==> config.mk <==
export PLATFORM = sky130hd
export DESIGN_NAME = psk_modulator_param
export DESIGN_NICKNAME = d
export VERILOG_FILES = /design/src/rtl/psk_modulator_param.sv
export SDC_FILE = /design/constraint.sdc
export NUM_CORES = 1
export LEC_CHECK = 0
export ABC_AREA = 0
export BUFFER_PORTS_ARGS = -buffer_cell sky130_fd_sc_hd__buf_2
export CAP_MARGIN = 20
export CORE_ASPECT_RATIO = 1.75
export CORE_MARGIN = 2
export CORE_UTILIZATION = 35
export CTS_CLUSTER_SIZE = 20
export DETAILED_ROUTE_END_ITERATION = 8
export GPL_TIMING_DRIVEN = 0
export SLEW_MARGIN = 10
export SYNTH_ARGS = -nofsm -noshare
export SYNTH_HDL_FRONTEND = slang
export SYNTH_SLANG_ARGS = --single-unit
==> constraint.sdc <==
create_clock -name clk -period 1.9 [get_ports clk]
set_input_delay 0.19 -clock clk [delete_from_list [all_inputs] [get_ports clk]]
set_output_delay 0.19 -clock clk [all_outputs]
set_load 0.01 [all_outputs]
==> src/rtl/psk_modulator_param.sv <==
// Parametrised M-PSK modulator: serial bits -> symbols -> phase-mapped
// offset-binary sine samples, one sample per sample_en strobe.
module psk_modulator_param #(
  parameter int BITS_PER_SYM    = 2,
  parameter int LUT_N           = 32,
  parameter int SAMPLES_PER_SYM = 32,
  parameter int CYC_PER_SYM     = 1,
  parameter int OUT_W           = 8,
  parameter int GRAY            = 1
) (
  input  logic             clk,
  input  logic             rst,
  input  logic             sample_en,
  input  logic             bit_in,
  input  logic             bit_valid,
  output logic             bit_ready,
  output logic [OUT_W-1:0] wav_out,
  output logic             wav_valid,
  output logic             sym_start,
  output logic             busy
);

  localparam int IW = $clog2(LUT_N);
  localparam int CW = $clog2(BITS_PER_SYM + 1);
  localparam int NW = $clog2(SAMPLES_PER_SYM + 1);
  localparam logic [CW-1:0]    BPS_C  = CW'(BITS_PER_SYM);
  localparam logic [NW-1:0]    SPS_C  = NW'(SAMPLES_PER_SYM);
  localparam logic [IW-1:0]    STEP_I = IW'(LUT_N * CYC_PER_SYM / SAMPLES_PER_SYM);
  localparam logic [OUT_W-1:0] MID    = {1'b1, {(OUT_W-1){1'b0}}};

  typedef enum logic [0:0] {IDLE, RUN} state_t;

  state_t                  state, state_nx;
  logic [CW-1:0]           bit_cnt;
  logic [BITS_PER_SYM-1:0] asm_r;
  logic [BITS_PER_SYM:0]   asm_sh;
  logic [BITS_PER_SYM-1:0] hold;
  logic                    hold_full;
  logic [NW-1:0]           smp_n;
  logic [IW-1:0]           ph;
  logic [IW-1:0]           load_base;
  logic                    xfer;
  logic                    load;
  logic                    adv;
  logic [OUT_W-1:0]        lut [LUT_N];

  // Offset-binary sine entry, rounded half away from zero.
  function automatic logic [OUT_W-1:0] lut_val(input int k);
    real amp;
    real s;
    int  r;
    amp = real'((1 << (OUT_W - 1)) - 1);
    s   = amp * $sin(2.0 * 3.14159265358979323846 * real'(k) / real'(LUT_N));
    if (s >= 0.0) r = int'($floor(s + 0.5));
    else          r = -int'($floor(-s + 0.5));
    return OUT_W'(r + (1 << (OUT_W - 1)));
  endfunction

  // Gray to binary: each binary bit is the XOR of all Gray bits at or above it.
  function automatic logic [BITS_PER_SYM-1:0] gray2bin(input logic [BITS_PER_SYM-1:0] g);
    logic [BITS_PER_SYM-1:0] b;
    b = g;
    for (int unsigned i = 1; i < BITS_PER_SYM; i++) b = b ^ (g >> i);
    return b;
  endfunction

  for (genvar k = 0; k < LUT_N; k++) begin : g_lut
    assign lut[k] = lut_val(k);
  end

  assign asm_sh    = {asm_r, bit_in};
  assign bit_ready = (bit_cnt < BPS_C);
  assign xfer      = bit_valid && bit_ready;
  assign busy      = (state == RUN);
  // Phase p occupies the top BITS_PER_SYM bits of the table index.
  assign load_base = IW'((GRAY != 0) ? gray2bin(hold) : hold) << (IW - BITS_PER_SYM);

  // State register
  always_ff @(posedge clk) begin
    if (!rst) state <= IDLE;
    else      state <= state_nx;
  end

  // Next state and per-strobe action: load a held symbol, advance, or stop
  always_comb begin
    state_nx = state;
    load     = 1'b0;
    adv      = 1'b0;
    if (sample_en) begin
      unique case (state)
        IDLE: if (hold_full) begin
          load     = 1'b1;
          state_nx = RUN;
        end
        RUN: begin
          if (smp_n < SPS_C)  adv      = 1'b1;
          else if (hold_full) load     = 1'b1;
          else                state_nx = IDLE;
        end
      endcase
    end
  end

  // Bit assembler and one-deep hold register; a load consumes the hold
  always_ff @(posedge clk) begin
    if (!rst) begin
      bit_cnt   <= '0;
      asm_r     <= '0;
      hold      <= '0;
      hold_full <= 1'b0;
    end else begin
      if (xfer) begin
        asm_r   <= asm_sh[BITS_PER_SYM-1:0];
        bit_cnt <= bit_cnt + 1'b1;
      end else if (bit_cnt == BPS_C && !hold_full) begin
        hold      <= asm_r;
        hold_full <= 1'b1;
        bit_cnt   <= '0;
      end
      if (load) hold_full <= 1'b0;
    end
  end

  // Sample generation; ph accumulates base + n*STEP instead of multiplying
  always_ff @(posedge clk) begin
    if (!rst) begin
      smp_n     <= '0;
      ph        <= '0;
      wav_out   <= MID;
      wav_valid <= 1'b0;
      sym_start <= 1'b0;
    end else begin
      wav_valid <= sample_en;
      sym_start <= load;
      if (load) begin
        wav_out <= lut[load_base];
        ph      <= load_base + STEP_I;
        smp_n   <= NW'(1);
      end else if (adv) begin
        wav_out <= lut[ph];
        ph      <= ph + STEP_I;
        smp_n   <= smp_n + 1'b1;
      end else if (sample_en) begin
        wav_out <= MID;
      end
    end
  end

endmodule

==> flow_metrics.py, run 1 <==
metrics = {
    "outcome": {
        "run_status": "finished, final reports clean",
    },
    "floorplan": {
        "initial_core_util": 0.3642,
        "core_area_sq_um": 4666,
        "fp.dieH_um": 96.17,
        "ios": 17,
        "die_area_sq_um": 5450,
        "rows": 33,
        "die_w_um": 56.67,
    },
    "timing": {
        "slew_headroom": 0.6293,
        "final.period_utilization": 0.9513,
        "tightest_slew_ns": 0.5560,
        "fin_crit_ns": 1.808,
        "clock.fmax_mhz": 553.2,
        "rsz0062_at_grt": "false",
        "hold_slack_ns": 0.1507,
        "finalHoldViolations": 0,
        "setup_viol": 0,
        "fin_worst_skew_ns": 0.008057,
        "drv_slew": 0,
    },
    "yosys": {
        "syn_area_sq_um": 1699,
        "yosysWarnings": 0,
        "syn-num-nets": 221,
        "synth_area_per_cell_sq_um": 8.370,
        "synth_cell_types": 50,
        "synthCells": 203,
        "synth-seq-cells": 29,
        "synthArstFlopShare": 0,
        "synth-edff-count": 0,
        "synthFlopType": "dfxtp_1",
        "ys_seq_area_frac": 0.3417,
    },
    "global_route": {
        "gr-total-overflow": 0,
        "antenna_found_initial": 0,
        "grt_usage": 0.1673,
        "grt_max_degree": 13,
        "grt_pass1_wl_mm": 7.010,
        "grt_pass1_vias": 1528,
    },
    "setup_path": {
        "cp-start-kind": "register",
        "critPathSlowestCell": "dfxtp_4",
        "crit_family": "compound AO/OA/AOI/OAI gates",
        "worst_ep_required_time_ns": 2.12,
        "crit_chain": "buf_6 -> clkinvlp_4 -> ha_4 -> nor2b_1 -> o41ai_2 -> a311o_1 -> a21oi_1",
        "critPathBufInv": 2,
        "endpoint_kind": "register",
        "cp_slowest_stage_delay_ns": 0.38,
        "worstPathArrival_ns": 2.03,
        "path_class": "register to register",
        "critPathMaxFanout": 8,
    },
    "placement": {
        "numPortBuffers": 16,
        "hpwlAfterDp_mm": 3.262,
        "place_congestion": 0.8535,
        "dp_cells": 271,
    },
    "layout": {
        "antenna_cells": 0,
        "final_nets": 249,
        "utilization": 0.4411,
        "synthToLayoutAreaGrowth_pct": 21.13,
        "drive_gt1_frac": 0.2112,
        "instances_no_fill": 284,
    },
    "routing": {
        "drtIter0Drc": 23,
        "wl_per_cell_um": 15.00,
        "via_per_inst": 5.419,
        "first_pass_iters": 4,
        "vias": 1539,
        "final_antenna_net_count": 0,
        "drc_errors": 0,
        "drt-total-wl_mm": 4.260,
    },
    "clocking": {
        "clk_pin_slew_ns": 0.07,
        "cts.sinks": 29,
        "cts_tree": "yes",
        "clockBufferDepth": 2,
        "cts_buffers": 5,
        "htree_num_levels": 2,
        "cts_root_buffer": "clkbuf_8",
        "clk_latency_ns": 0.29,
    },
    "power": {
        "p_leak_uw": 0.0008703,
        "p_per_area_nw_per_um2": 753.8,
        "peakVddDrop_mv": 0.5213,
    },
    "min_path": {
        "hold_class": "primary input to register",
    },
    "job": {
        "cap_violations": 0,
    },
}
power breakdown:
| group | switching, uW | total (uW) | leakage (uW) | internal [uW] |
|---|---|---|---|---|
| combinational | 83.6 | 146 | 0.000566 | 62.1 |
| sequential | 15.4 | 639 | 0.000236 | 624 |
| clock | 246 | 767 | 0.0000681 | 521 |
through the flow:
step | worst slack, ns | cell area, sq um | setup TNS, ns | total power [uW]
after detailed placement | -0.5257 | 1844 | -2.085 | 790.3
after global placement | -0.4989 | 1844 | -1.963 | 789.2
after floorplan | 0.07713 | 1699 | 0 | 748.2
after global routing | 0.02956 | 2058 | 0 | 1601
after CTS | 0.009467 | 2004 | 0 | 1555
final | 0.09250 | 2058 | 0 | 1552
final cells by class:
type | count | area (sq um)
Buffer | 12 | 71.32
Fill cell | 465 | 2608
Multi-Input combinational cell | 149 | 1026
Clock inverter | 3 | 65.06
Sequential cell | 29 | 588.1
Inverter | 13 | 56.30
Timing Repair Buffer | 21 | 117.6
Tap cell | 52 | 65.06
Clock buffer | 5 | 68.82
flip-flops by register name (all words and copies together) (netlist names):
| signal | count |
|---|---|
| ph | 5 |
| asm_r | 2 |
| bit_cnt | 2 |
| hold_full | 1 |
| busy | 1 |
| wav_out | 8 |
| smp_n | 6 |
| sym_start | 1 |
| wav_valid | 1 |
| hold | 2 |
layout by cell type, fill, tap and decap left out, types with 2 or more instances in the layout:
| master | Yosys | final |
|---|---|---|
| dfxtp_1 | 29 | 27 |
| buf_2 | 6 | 22 |
| nand2_1 | 18 | 18 |
| nor2_1 | 17 | 17 |
| a21oi_1 | 16 | 16 |
| ha_1 | 13 | 12 |
| inv_1 | 13 | 11 |
| mux2i_1 | 8 | 8 |
| nand2b_1 | 7 | 7 |
| buf_4 | 1 | 6 |
| nand3_1 | 6 | 6 |
| nor2b_1 | 5 | 5 |
| o211ai_1 | 5 | 5 |
| clkbuf_8 | 0 | 5 |
| nor3_1 | 4 | 4 |
| o21ai_0 | 4 | 4 |
| and3_1 | 4 | 4 |
| and2_1 | 3 | 3 |
| clkbuf_1 | 4 | 3 |
| xor2_1 | 3 | 3 |
| clkinvlp_4 | 0 | 2 |
| buf_6 | 1 | 2 |
| and2b_1 | 2 | 2 |
| o21a_1 | 2 | 2 |
| o31ai_1 | 2 | 2 |
| a31oi_1 | 2 | 2 |
| a211oi_1 | 2 | 2 |
| a221oi_1 | 2 | 2 |
| bufinv_16 | 0 | 2 |
| dfxtp_4 | 0 | 2 |
worst register-to-register path: cells and delay by family, from the launching register on:
kind                       cells  cell delay, ns
AOI/OAI and AO/OA              3            0.57
adders and majority gates      1            0.33
buffers and inverters          2            0.31
DFF                            1            0.38
and+or+nand+nor                1            0.16
logic make-up after synthesis:
logic type,Yosys count,share of synthesized area
AOI/OAI and AO/OA,50,0.2055
xor gates and xnor gates,4,0.02062
adders and majority gates,13,0.09573
buffers and inverters,25,0.06628
DFF,29,0.3417
muxes,9,0.05376
and+or+nand+nor,73,0.2165
worst paths after layout:
path | start | to | slack (ns) | cells after the start
min | bit_in | asm_r[0]$_SDFFE_PN0P_ | 0.15 | 3
min reg2reg | smp_n[1]$_SDFFE_PP0P_ | smp_n[1]$_SDFFE_PP0P_ | 0.49 | 2
max reg2reg | ph[0]$_SDFFE_PN0P_ | wav_out[4]$_SDFFE_PN0P_ | 0.09 | 7
max | ph[0]$_SDFFE_PN0P_ | wav_out[4]$_SDFFE_PN0P_ | 0.09 | 7
timing repair:
| item | CTS | global route |
|---|---|---|
| hold buffers | 0 | 0 |
| endpoints found under the hold margin | 0 | 0 |
| setup buffers | 0 | 5 |
| gates resized for setup | 7 | 6 |
| setup endpoints to repair | 7 | 2 |
cells in the mapped netlist, types with 5 or more instances:
| cell type | n | area [sq um] |
|---|---|---|
| dfxtp_1 | 29 | 580.6 |
| nand2_1 | 18 | 67.56 |
| inv_1 | 13 | 48.80 |
| mux2i_1 | 8 | 80.08 |
| buf_2 | 6 | 30.03 |
| nand3_1 | 6 | 30.03 |
| nor2_1 | 17 | 63.81 |
| ha_1 | 13 | 162.7 |
| a21oi_1 | 16 | 80.08 |
| o211ai_1 | 5 | 37.54 |
| nor2b_1 | 5 | 31.28 |
| nand2b_1 | 7 | 43.79 |
metal layers:
metal / global-route usage / vias to the layer above / wire [um]
li1: - / 777 / -
met3: 0.02419 / 10 / 106
met2: 0.3324 / 28 / 2433
met5: 0 / - / 0
met4: 0.09921 / 0 / 131
met1: 0.1566 / 724 / 1588
No activity file was read; power rests on OpenSTA's default activity.
==> inputs of run 2 (changes only) <==
- CORE_UTILIZATION: 35 -> 40
- HOLD_SLACK_MARGIN: not set -> 0.15
- PLACE_DENSITY_LB_ADDON: not set -> 0.25
==> run 2 against run 1 <==
Clock-buffer cell count increased by 2. First-iteration DRC count increased to 2.8 times the previous value. Total power decreased by 16%. Via count increased by 2.5%. Largest power group is now sequential cells. Highest routed layer unchanged.
==> flow_metrics.py, run 2 (same netlist as run 1, synthesis figures left out) <==
metrics = {
    "clocking": {
        "htree_num_levels": 2,
        "clk_pin_slew_ns": 0.06,
        "clockBufferDepth": 2,
        "clk_latency_ns": 0.28,
        "cts_tree": "yes",
        "cts_buffers": 5,
        "cts.sinks": 29,
        "cts_root_buffer": "clkbuf_8",
    },
    "layout": {
        "layout_commonest_cell": "dfxtp_1",
        "largest_reg_flops": 8,
        "top_regs": "wav_out (8), smp_n (6), ph (5)",
        "final_nets": 251,
        "drive_gt1_frac": 0.2060,
        "final_area_sq_um": 2022,
        "layout.cells.most_common_list": "dfxtp_1, buf_2, nand2_1",
        "synthToLayoutAreaGrowth_pct": 19.00,
        "antenna_cells": 0,
        "top_register": "wav_out",
        "utilization": 0.4918,
    },
    "power": {
        "power.share.combinational": 0.115,
        "p_seq_frac": 0.491,
        "clock_power_share": 0.393,
        "net-switching-power_uw": 325.6,
        "p_int_uw": 976.5,
        "p_per_area_nw_per_um2": 644.0,
        "p_leak_uw": 0.0008562,
        "switching_share": 0.2501,
        "peakVddDrop_mv": 0.5160,
    },
    "routing": {
        "drc_errors": 0,
        "vias": 1577,
        "drt-total-wl_mm": 4.224,
        "first_pass_iters": 4,
        "via_per_inst": 5.592,
        "wl_met1_mm": 1.616,
        "met3_length_um": 165,
        "wl_met2_mm": 2.258,
        "drtIter0Drc": 65,
        "wl_per_cell_um": 14.98,
        "final_antenna_net_count": 0,
        "top_layer": "met4",
    },
    "timing": {
        "clock.fmax_mhz": 550.0,
        "setup_viol": 0,
        "finalHoldViolations": 0,
        "fin_worst_skew_ns": 0.004614,
        "drv_slew": 0,
        "final.period_utilization": 0.9570,
        "tightest_slew_ns": 0.5610,
        "setup_tns_ns": 0,
        "fin_crit_ns": 1.818,
        "rsz0062_at_grt": "false",
        "slew_headroom": 0.6260,
    },
    "global_route": {
        "grt_max_degree": 13,
        "gr-total-overflow": 0,
        "grt_pass1_wl_mm": 7.127,
        "grt_pass1_vias": 1567,
        "antenna_found_initial": 0,
        "grt_usage": 0.1991,
    },
    "setup_path": {
        "critPathMaxFanout": 8,
        "worst_ep_required_time_ns": 2.06,
        "regToRegEndpoint": "wav_out[2]$_SDFFE_PN0P_",
        "cp-start-kind": "register",
        "worstPathArrival_ns": 1.97,
        "endpoint": "wav_out[2]$_SDFFE_PN0P_",
        "crit_start": "ph[0]$_SDFFE_PN0P_",
        "reg2reg_slack_ns": 0.08,
        "r2r-start": "ph[0]$_SDFFE_PN0P_",
        "rr_worst_depth": 6,
        "endpoint_kind": "register",
        "path_class": "register to register",
    },
    "outcome": {
        "run_status": "finished, final reports clean",
    },
    "placement": {
        "place_area_sq_um": 1841,
        "numPortBuffers": 16,
        "hpwlAfterDp_mm": 3.055,
        "place_congestion": 0.9373,
    },
    "floorplan": {
        "die_w_um": 53.27,
        "ios": 17,
        "die_area_sq_um": 4805,
        "initial_core_util": 0.4133,
        "fp.dieH_um": 90.22,
        "core_area_sq_um": 4111,
        "rows": 31,
    },
    "min_path": {
        "hold_class": "primary input to register",
    },
    "job": {
        "cap_violations": 0,
    },
}
-- run 2: cell types whose count changed in the layout (fill, tap and decap cells not counted) --
cell / before / now
buf_4: 6 / 7
clkinv_2: 1 / 0
clkbuf_1: 3 / 4
dlygate4sd3_1: 0 / 1
bufinv_16: 2 / 0
clkbuf_8: 5 / 6
dfxtp_4: 2 / 1
dfxtp_2: 0 / 1
-- run 2: critical path: stages (launching register included) --
cell	delay, ns
dfxtp_2	0.39
buf_6	0.16
clkinvlp_4	0.15
ha_4	0.30
a221o_1	0.32
a21oi_1	0.25
o22ai_1	0.13
-- run 2: power by group through the flow --
stage	clock network, uW	registers, uW	logic, uW
after global routing	546	642	168
after global placement	0	654	136
final	512	640	150
after CTS	524	641	140
after floorplan	0	652	95.8
after detailed placement	0	654	136
-- run 2: cell type report --
cell class              instances  area, sq um
plain buffers                  12        71.32
clock buffers                   7        86.33
fillers                       434         2090
inverters                      13        56.30
multi-input cells             149         1026
flip-flops and latches         29        585.6
well taps                      49        61.31
repair buffers                 23        135.1
-- run 2: how the worst min path moves through the flow --
| stage | from | to | depth (start not counted) |
|---|---|---|---|
| global route | rst | wav_valid$_SDFF_PN0_ | 2 |
| global placement | bit_in | asm_r[0]$_SDFFE_PN0P_ | 3 |
| finish | rst | wav_valid$_SDFF_PN0_ | 2 |
| detailed placement | bit_in | asm_r[0]$_SDFFE_PN0P_ | 3 |
| floorplan | sample_en | wav_valid$_SDFF_PN0_ | 1 |
| CTS | rst | wav_valid$_SDFF_PN0_ | 2 |
-- run 2: per-layer routing --
metal	vias to the layer above	global-route usage
met4	0	0.1239
met2	46	0.3364
met1	737	0.2158
li1	774	-
met3	20	0.03488
met5	-	0
-- run 2: stage by stage --
step / setup WS [ns] / instances / power [uW] / hold slack [ns]
after floorplan: 0.07713 / 203 / 748.2 / 0.3272
after global routing: 0.002382 / 282 / 1356 / 0.2444
after CTS: 0.01280 / 276 / 1305 / 0.2111
final: 0.08178 / 282 / 1302 / 0.2096
after detailed placement: -0.3778 / 268 / 790.0 / 0.4266
after global placement: -0.3699 / 268 / 789.5 / 0.4209
-- run 2: timing repair --
| item | 4_1_cts | 5_1_grt |
|---|---|---|
| hold buffers | 1 | 0 |
| pin swaps | 1 | 0 |
| setup buffers | 0 | 6 |
| setup endpoints to repair | 6 | 3 |
| gates resized for setup | 6 | 6 |
| hold endpoints to repair | 1 | 0 |
